## config.mk

```make
export PLATFORM = sky130hd
export DESIGN_NAME = alu_seq
export DESIGN_NICKNAME = d
export VERILOG_FILES = /design/src/rtl/alu_seq.sv
export SDC_FILE = /design/constraint.sdc
export NUM_CORES = 1
export LEC_CHECK = 0
export BUFFER_PORTS_ARGS = -buffer_cell sky130_fd_sc_hd__buf_2
export CORE_UTILIZATION = 63
export CTS_CLUSTER_SIZE = 30
export DETAILED_ROUTE_END_ITERATION = 12
export HOLD_SLACK_MARGIN = 0.03
export PLACE_DENSITY = 0.83
export REMOVE_ABC_BUFFERS = 1
export SETUP_SLACK_MARGIN = 0.4
export SYNTH_ARGS = -nofsm -noshare
export SYNTH_HDL_FRONTEND = slang
export SYNTH_SLANG_ARGS = --single-unit
export TNS_END_PERCENT = 50
```

## constraint.sdc

```tcl
create_clock -name clk -period 5.07 [get_ports clk]
set_input_delay 1.014 -clock clk [delete_from_list [all_inputs] [get_ports clk]]
set_output_delay 1.014 -clock clk [all_outputs]
set_load 0.1 [all_outputs]
```

## src/rtl/alu_seq.sv

```systemverilog
// rtl/alu_seq.sv - multicycle ALU with start/busy/done handshake
//
// Single-cycle ops (add/sub/slt/or/and/sll/srl/beq) finish one cycle after
// acceptance. Unsigned mul (shift-add) and divu (restoring) take one bit per
// cycle and finish WIDTH+1 cycles after acceptance. Results are registered
// and held until the next completion.
//
// Ports:
//   clk, rst             clock, synchronous active-high reset
//   start                request, sampled while busy is low
//   opc, inpA, inpB      opcode and operands, captured at acceptance
//   res, res_hi          result low half / quotient, high half / remainder
//   zero, div_by_zero    flags registered with res
//   busy, done           iteration in progress, one-cycle completion pulse
module alu_seq #(
  parameter  int WIDTH = 16,
  localparam int SHW   = $clog2(WIDTH)
) (
  input  logic             clk,
  input  logic             rst,
  input  logic             start,
  input  logic [3:0]       opc,
  input  logic [WIDTH-1:0] inpA,
  input  logic [WIDTH-1:0] inpB,
  output logic [WIDTH-1:0] res,
  output logic [WIDTH-1:0] res_hi,
  output logic             zero,
  output logic             div_by_zero,
  output logic             busy,
  output logic             done
);

  typedef enum logic [1:0] {S_IDLE, S_ITER, S_DONE} state_t;

  state_t             state_q, state_d;
  logic [2*WIDTH-1:0] acc_q;
  logic [WIDTH-1:0]   opnd_q;
  logic               is_div_q;
  logic [SHW-1:0]     cnt_q;
  logic [WIDTH-1:0]   res_q, res_hi_q;
  logic               zero_q, dbz_q;

  logic               accept, iter_op, last_iter;
  logic [WIDTH-1:0]   sc_res, sc_hi;
  logic               sc_dbz;
  logic [WIDTH:0]     mul_sum, div_trial;
  logic [2*WIDTH-1:0] mul_next, div_next, iter_next;

  // DONE does not count as busy, so back-to-back starts are taken there.
  assign accept    = start && (state_q != S_ITER);
  // Divide by zero skips iteration and is answered on the single-cycle path.
  assign iter_op   = (opc == 4'd6) || ((opc == 4'd7) && (inpB != '0));
  assign last_iter = (cnt_q == SHW'(WIDTH - 1));

  // State register
  always_ff @(posedge clk) begin
    if (rst) state_q <= S_IDLE;
    else     state_q <= state_d;
  end

  // Next-state logic
  always_comb begin
    state_d = state_q;
    case (state_q)
      S_IDLE, S_DONE: begin
        if (start) state_d = iter_op ? S_ITER : S_DONE;
        else       state_d = S_IDLE;
      end
      S_ITER:  if (last_iter) state_d = S_DONE;
      default: state_d = S_IDLE;
    endcase
  end

  // Output logic
  always_comb begin
    busy        = (state_q == S_ITER);
    done        = (state_q == S_DONE);
    res         = res_q;
    res_hi      = res_hi_q;
    zero        = zero_q;
    div_by_zero = dbz_q;
  end

  // Single-cycle results
  always_comb begin
    sc_res = '0;
    sc_hi  = '0;
    sc_dbz = 1'b0;
    case (opc)
      4'd0: sc_res = inpA + inpB;
      4'd1: sc_res = inpA - inpB;
      4'd2: sc_res = {{(WIDTH-1){1'b0}}, ($signed(inpA) < $signed(inpB))};
      4'd3: sc_res = inpA | inpB;
      4'd4: sc_res = inpA & inpB;
      4'd5: sc_res = inpA << inpB[SHW-1:0];
      4'd7: begin
        // only reached with B==0
        sc_res = '1;
        sc_hi  = inpA;
        sc_dbz = 1'b1;
      end
      4'd8: sc_res = inpA >> inpB[SHW-1:0];
      4'd9: sc_res = inpA - inpB;
      default: sc_res = '0;
    endcase
  end

  // One iteration step. Mul: acc = {partial product, remaining multiplier},
  // add multiplicand into the top on a 1 bit, then shift right with carry.
  // Div: acc = {remainder, dividend/quotient}, shift left one bit, try to
  // subtract the divisor and shift the quotient bit in at the bottom.
  always_comb begin
    mul_sum   = {1'b0, acc_q[2*WIDTH-1:WIDTH]} + (acc_q[0] ? {1'b0, opnd_q} : '0);
    mul_next  = {mul_sum, acc_q[WIDTH-1:1]};
    div_trial = acc_q[2*WIDTH-1:WIDTH-1] - {1'b0, opnd_q};
    if (div_trial[WIDTH]) div_next = {acc_q[2*WIDTH-2:0], 1'b0};
    else                  div_next = {div_trial[WIDTH-1:0], acc_q[WIDTH-2:0], 1'b1};
    iter_next = is_div_q ? div_next : mul_next;
  end

  // Datapath registers
  always_ff @(posedge clk) begin
    if (rst) begin
      acc_q    <= '0;
      opnd_q   <= '0;
      is_div_q <= 1'b0;
      cnt_q    <= '0;
      res_q    <= '0;
      res_hi_q <= '0;
      zero_q   <= 1'b0;
      dbz_q    <= 1'b0;
    end else if (accept) begin
      if (iter_op) begin
        acc_q    <= (opc == 4'd6) ? {{WIDTH{1'b0}}, inpB} : {{WIDTH{1'b0}}, inpA};
        opnd_q   <= (opc == 4'd6) ? inpA : inpB;
        is_div_q <= (opc == 4'd7);
        cnt_q    <= '0;
      end else begin
        res_q    <= sc_res;
        res_hi_q <= sc_hi;
        zero_q   <= (sc_res == '0);
        dbz_q    <= sc_dbz;
      end
    end else if (state_q == S_ITER) begin
      acc_q <= iter_next;
      cnt_q <= cnt_q + 1'b1;
      if (last_iter) begin
        res_q    <= iter_next[WIDTH-1:0];
        res_hi_q <= iter_next[2*WIDTH-1:WIDTH];
        zero_q   <= (iter_next[WIDTH-1:0] == '0);
        dbz_q    <= 1'b0;
      end
    end
  end

endmodule

```

# == Yosys cells after proc, flatten, opt, wreduce, memory -nomap -nowiden ==
# Cells that the tools add are included.
# totals
ff_bits,89
inputBits,39
output_inout_bits,36
word_cells,84
# op_classes
n_addsub,5
magnitude_cmp,1
n_eq_ne,16
n_shift,2
muxes,34
n_bitwise,2
reduce_logical,15
# op_table
cell,n
$mux W16,12
$mux W32,5
$pmux W16 S8,1
$logic_not A16 Y1,2
$add A16 B16 Y17,1
$sub A17 B16 Y17,1
$add A16 B16 Y16,1
$and A16 B16 Y16,1
$eq A4 B3 Y1 const B,4
$lt A16 B16 Y1,1
$or A16 B16 Y16,1
$reduce_bool A16 Y1,1
$shl A16 B4 Y16,1
$shr A16 B4 Y16,1
$sub A16 B16 Y16,1
$eq A4 B4 Y1 const B,3
$mux W4,3
$mux W1,9
$eq A4 B2 Y1 const B,2
$mux W2,3
$ne A2 B1 Y1 const B,3
$add A4 B1 Y4 const B,1
$eq A4 B1 Y1 const B,1
$logic_not A4 Y1,1
other kinds (11),15

# == Depth between registers and ports, before layout ==
# depth
ltp_word,7
depth_mapped,15
ltp_nobuf,13

# == Worst setup path after synthesis ==
# No wires, ideal clock.
# synth_path
path_type,input-to-reg
startpoint,input port inpB[2]
endpoint,"register zero_q, in the netlist zero"
setup_time_ps,116
arrival_ps,4053
t_required_ps,4954
setup_slack_ps,901
cell_stages,14
path_buffers,3
path_cell_list,inv_1 -> clkbuf_1 -> clkbuf_1 -> ha_1 -> buf_2 -> a21o_1 -> a211oi_2 -> o211ai_1 -> a41o_1 -> or4_1 -> and4_1 -> nor3_1 -> nor2_1 -> a41o_1
# synth_between
elab_chain_len,5
word_cells_on_any_way,16
classes_between,add/sub (2); order compare (1); eq/ne (1); shift (2); mux (3); bitwise (2); reduce/logical (5)
# synth_lines
item,line_no,source
from (decl),24,"input logic [WIDTH-1:0] inpB,"
$sub A16 B16 Y16 (tied with other cells),"91, 103",
$pmux W16 S8 / $logic_and A1 B1 Y1 (equally long branches),"89, 52",
$logic_not A16 Y1 / $logic_or A1 B1 Y1 (equally long branches),"141, 52",
$mux W1 / $ne A2 B2 Y1 (equally long branches),-,
$mux W1 / $reduce_and A3 Y1 (equally long branches),-,
to (signal assigned),141,zero_q <= (sc_res == '0);
to (signal assigned),150,zero_q <= (iter_next[WIDTH-1:0] == '0);
to (decl),41,"logic zero_q, dbz_q;"
# Several ways; a longest one is shown, not always the timed one. The select of a mux whose other input is x is not followed.
# A chain may end at the register's enable or synchronous reset.

# == Final worst setup path ==
# layout_path
startpoint,register acc_q[15]
endpoint,"register res_hi_q[15], in the netlist res_hi[15]"
# layout_between
elab_chain_len,6
# layout_lines
item,line_no,source
from (decl),36,logic [2*WIDTH-1:0] acc_q;
from (signal assigned),134,"acc_q <= (opc == 4'd6) ? {{WIDTH{1'b0}}, inpB} : {{WIDTH{1'b0}}, inpA};"
from (signal assigned),145,acc_q <= iter_next;
$sub A17 B16 Y17,115,"div_trial = acc_q[2*WIDTH-1:WIDTH-1] - {1'b0, opnd_q};"
$mux W32,116,"if (div_trial[WIDTH]) div_next = {acc_q[2*WIDTH-2:0], 1'b0};"
$mux W32,118,iter_next = is_div_q ? div_next : mul_next;
$mux W16,147,if (last_iter) begin
$mux W16,144,end else if (state_q == S_ITER) begin
$mux W16,132,end else if (accept) begin
to (signal assigned),140,res_hi_q <= sc_hi;
to (signal assigned),149,res_hi_q <= iter_next[2*WIDTH-1:WIDTH];
to (decl),40,"logic [WIDTH-1:0] res_q, res_hi_q;"
# No other way between the ends. The select of a mux whose other input is x is not followed.

==> flow_summary_export.csv <==
group,metric,value,unit
synthesis,yosys_warnings,0,
worst_hold_path,hold_start,"res[9]",
clocking,post_cts_resized,0,
clocking,post-cts-setup-buffers,0,
global_routing,antenna_found_initial,0,
routing,viasPerCell,7.08,
synthesis,yosys.area.top_type,"dfxtp_1",
power_and_ir_drop,pwr-share-comb,0.373,
clocking,clock-sinks,89,
status,status,"finished, final reports clean",
setup_path,endpoint_kind,"flip-flop",
floorplanning,die_y,129,microns
sta,period_share,0.828,
setup_path,rr_endpoint,"res_hi[15]",
routing,dr.first_iter.drc_count,1420,
power_and_ir_drop,pwr_density_cell,221,nW/um^2
sta,timing.hold.ws,0.450,ns
cells_and_area,area_growth,7.51,%
floorplanning,rows,45,
power_and_ir_drop,p_switching,0.934,mW
cells_and_area,final_design_area_no_fill,10900,sq um
setup_path,worstPathRequired,5.29,ns
cells_and_area,fin_cells,1578,
power_and_ir_drop,clockPowerShare,0.318,
clocking,clk_latency,0.36,ns
clocking,tritoncts,"done",
routing,finalWirelength,37400,microns
place,dp.cells,1562,
setup_path,rrSetupSlack,0.87,ns
clocking,path_clk_slew,0.07,ns
global_routing,grtUsageTotal,0.454,
synthesis,synth_most_common_cell,"nor2_1",
global_routing,grt_max_degree,74,
setup_path,r2r-start,"acc_q[15]",
cells_and_area,fin_nets,1494,
sta,clock_skew,0.0137,ns
synthesis,ys_seq_area_frac,0.176,
floorplanning,dieArea,16600,sq um
power_and_ir_drop,intPower,1.47,mW
place,dpl.hpwl,27300,microns
worst_hold_path,hold_end,"res[9]",
worst_hold_path,min_path_type,"flip-flop to flip-flop",
sta,slew_headroom,0.264,
synthesis,synth_area_per_cell,7.44,sq um
sta,tightest_slew,1.10,ns
place,port_buffers,74,
floorplanning,core_area,15400,sq um
cells_and_area,drive_above_1_share,0.132,
synthesis,syn_inst,1362,
power_and_ir_drop,swShare,0.388,
sta,fin_crit,4.20,ns
place,gp_congestion,1.03,
place,dpl_cell_area,10600,sq um
setup_path,r2r_cells,15,
routing,post-route-drc-count,0,
clocking,clock_path_buffers,2,
global_routing,grt_overflow,0,
setup_path,worstSetupStartpointType,"flip-flop",
floorplanning,fp.dieW,129,microns
routing,drtAntennaViolNets,0,
synthesis,synth_top_area_share,0.176,
clocking,cts_buffers,9,
floorplanning,initial_utilization,0.657,
power_and_ir_drop,power.total,2.40,mW
clocking,holdBufCountCts,0,
sta,finalHoldViolCount,0,
synthesis,synth-seq-cells,89,
clocking,htreeDepth,3,
power_and_ir_drop,ir_drop,171,uV
routing,drt-pass1-iter-count,7,
sta,finalSetupViolations,0,
synthesis,ys.flop_type,"dfxtp_1",
sta,rsz0062_at_grt,"no",
sta,clock.fmax,238,MHz
synthesis,synth_edf_count,0,
setup_path,crit_type,"flip-flop to flip-flop",
power_and_ir_drop,seq_power_share,0.309,
floorplanning,io_pins,75,
cells_and_area,antenna_cells,0,
run,cap_violations,0,
worst_hold_path,min_delay_path_depth,2,
clocking,cts-root-buf,"clkbuf_16",
cells_and_area,final_util,0.706,
synthesis,synth_area,10100,sq um
synthesis,ys_types,85,
routing,vias,11200,
sta,finalMaxSlewViolations,0,
setup_path,arrival,4.41,ns
synthesis,netlist_top_cells_count,"148 x nor2_1, 129 x nand2_1, 113 x a21oi_1",
setup_path,critPathMaxFanout,10,
global_routing,first_global_vias,10400,
power_and_ir_drop,leakagePower,4.57,nW
synthesis,synthArstFlopShare,0,
global_routing,grt_pass1_wl,57800,microns
routing,wl_per_cell,23.7,microns
synthesis,synth.area.top_cells,"dfxtp_1 18%, ha_1 11%, a21oi_1 5.6%",
## power groups by stage
stage / Sequential (mW) / Combinational, mW / Clock, mW
after floorplan: 0.848 / 0.487 / 0
after global placement: 0.757 / 0.859 / 0
after detailed placement: 0.758 / 0.867 / 0
after CTS: 0.742 / 0.871 / 0.762
after global routing: 0.744 / 0.951 / 0.789
final: 0.743 / 0.897 / 0.765
## cells in the final DEF, fill, tap and decap left out, drive strengths merged, types with 19 or more instances in the layout
master	instances
nand2b	19
a21oi	113
a311oi	36
ha	89
inv	75
mux2i	19
mux2	19
nand2	129
nand3	20
buf	102
nor3	34
nor2	148
and2	31
mux4	20
o21ai	47
a211oi	42
xnor2	20
dfxtp	89
## state kept, by name, summed over array words and instances (netlist names)
register	cells
state_q	2
cnt_q	4
res_hi	16
opnd_q	16
is_div_q	1
div_by_zero	1
acc_q	32
zero	1
res	16
## how the worst max path moves through the flow
stage / endpoint / slack, ns / startpoint
floorplan: res[6] / -0.84 / state_q[1]
global placement: zero / 0.76 / inpB[0]
detailed placement: zero / 0.72 / inpB[3]
CTS: res_hi[15] / 1.03 / acc_q[15]
global route: res[15] / 0.63 / inpB[3]
finish: res_hi[15] / 0.87 / acc_q[15]
## worst max-delay path: stages, from the launching register on
cell and delay [ns]:
dfxtp_1 0.38, inv_1 0.21, ha_1 0.20, inv_1 0.05, fa_1 0.41, a21oi_1 0.32, o2111ai_1 0.24, a21oi_1 0.31
o2111ai_1 0.20, nand3_1 0.12, buf_4 0.16, and2_1 0.44, buf_4 0.27, mux2_2 0.35, o21ai_0 0.26, o22ai_1 0.12
## metrics by stage
step,setup slack [ns],setup TNS (ns)
2_1_floorplan,-0.838,-21.21
3_3_place_gp,0.761,0
3_5_place_dp,0.719,0
4_1_cts,1.03,0
5_1_grt,0.634,0
6_report,0.874,0
## kinds of logic after synthesis
| family | after synthesis | synth area share |
|---|---|---|
| AO/OA/AOI/OAI | 408 | 0.279 |
| XOR/XNOR | 34 | 0.0294 |
| adder cells (fa/ha/maj) | 93 | 0.118 |
| buffers and inverters | 187 | 0.0741 |
| flip-flops | 89 | 0.176 |
| multiplexers | 58 | 0.0843 |
| AND/OR/NAND/NOR | 493 | 0.239 |
## cell type report
cell class              instances  area (sq um)
flip-flops and latches         89          1780
fillers                      1354          4530
clock buffers                  10           239
well taps                     211           264
repair buffers                102           593
clock inverters                 6          96.3
multi-input cells            1086          7640
inverters                      74           278
## metal layers
metal,share of wire,track usage,vias to the layer above
met1,0.38,0.543,5210
li1,-,-,5008
met5,0,0,-
met4,0.071,0.302,0
met3,0.10,0.0960,206
met2,0.45,0.737,749
Power figures use the tool's default switching activity.
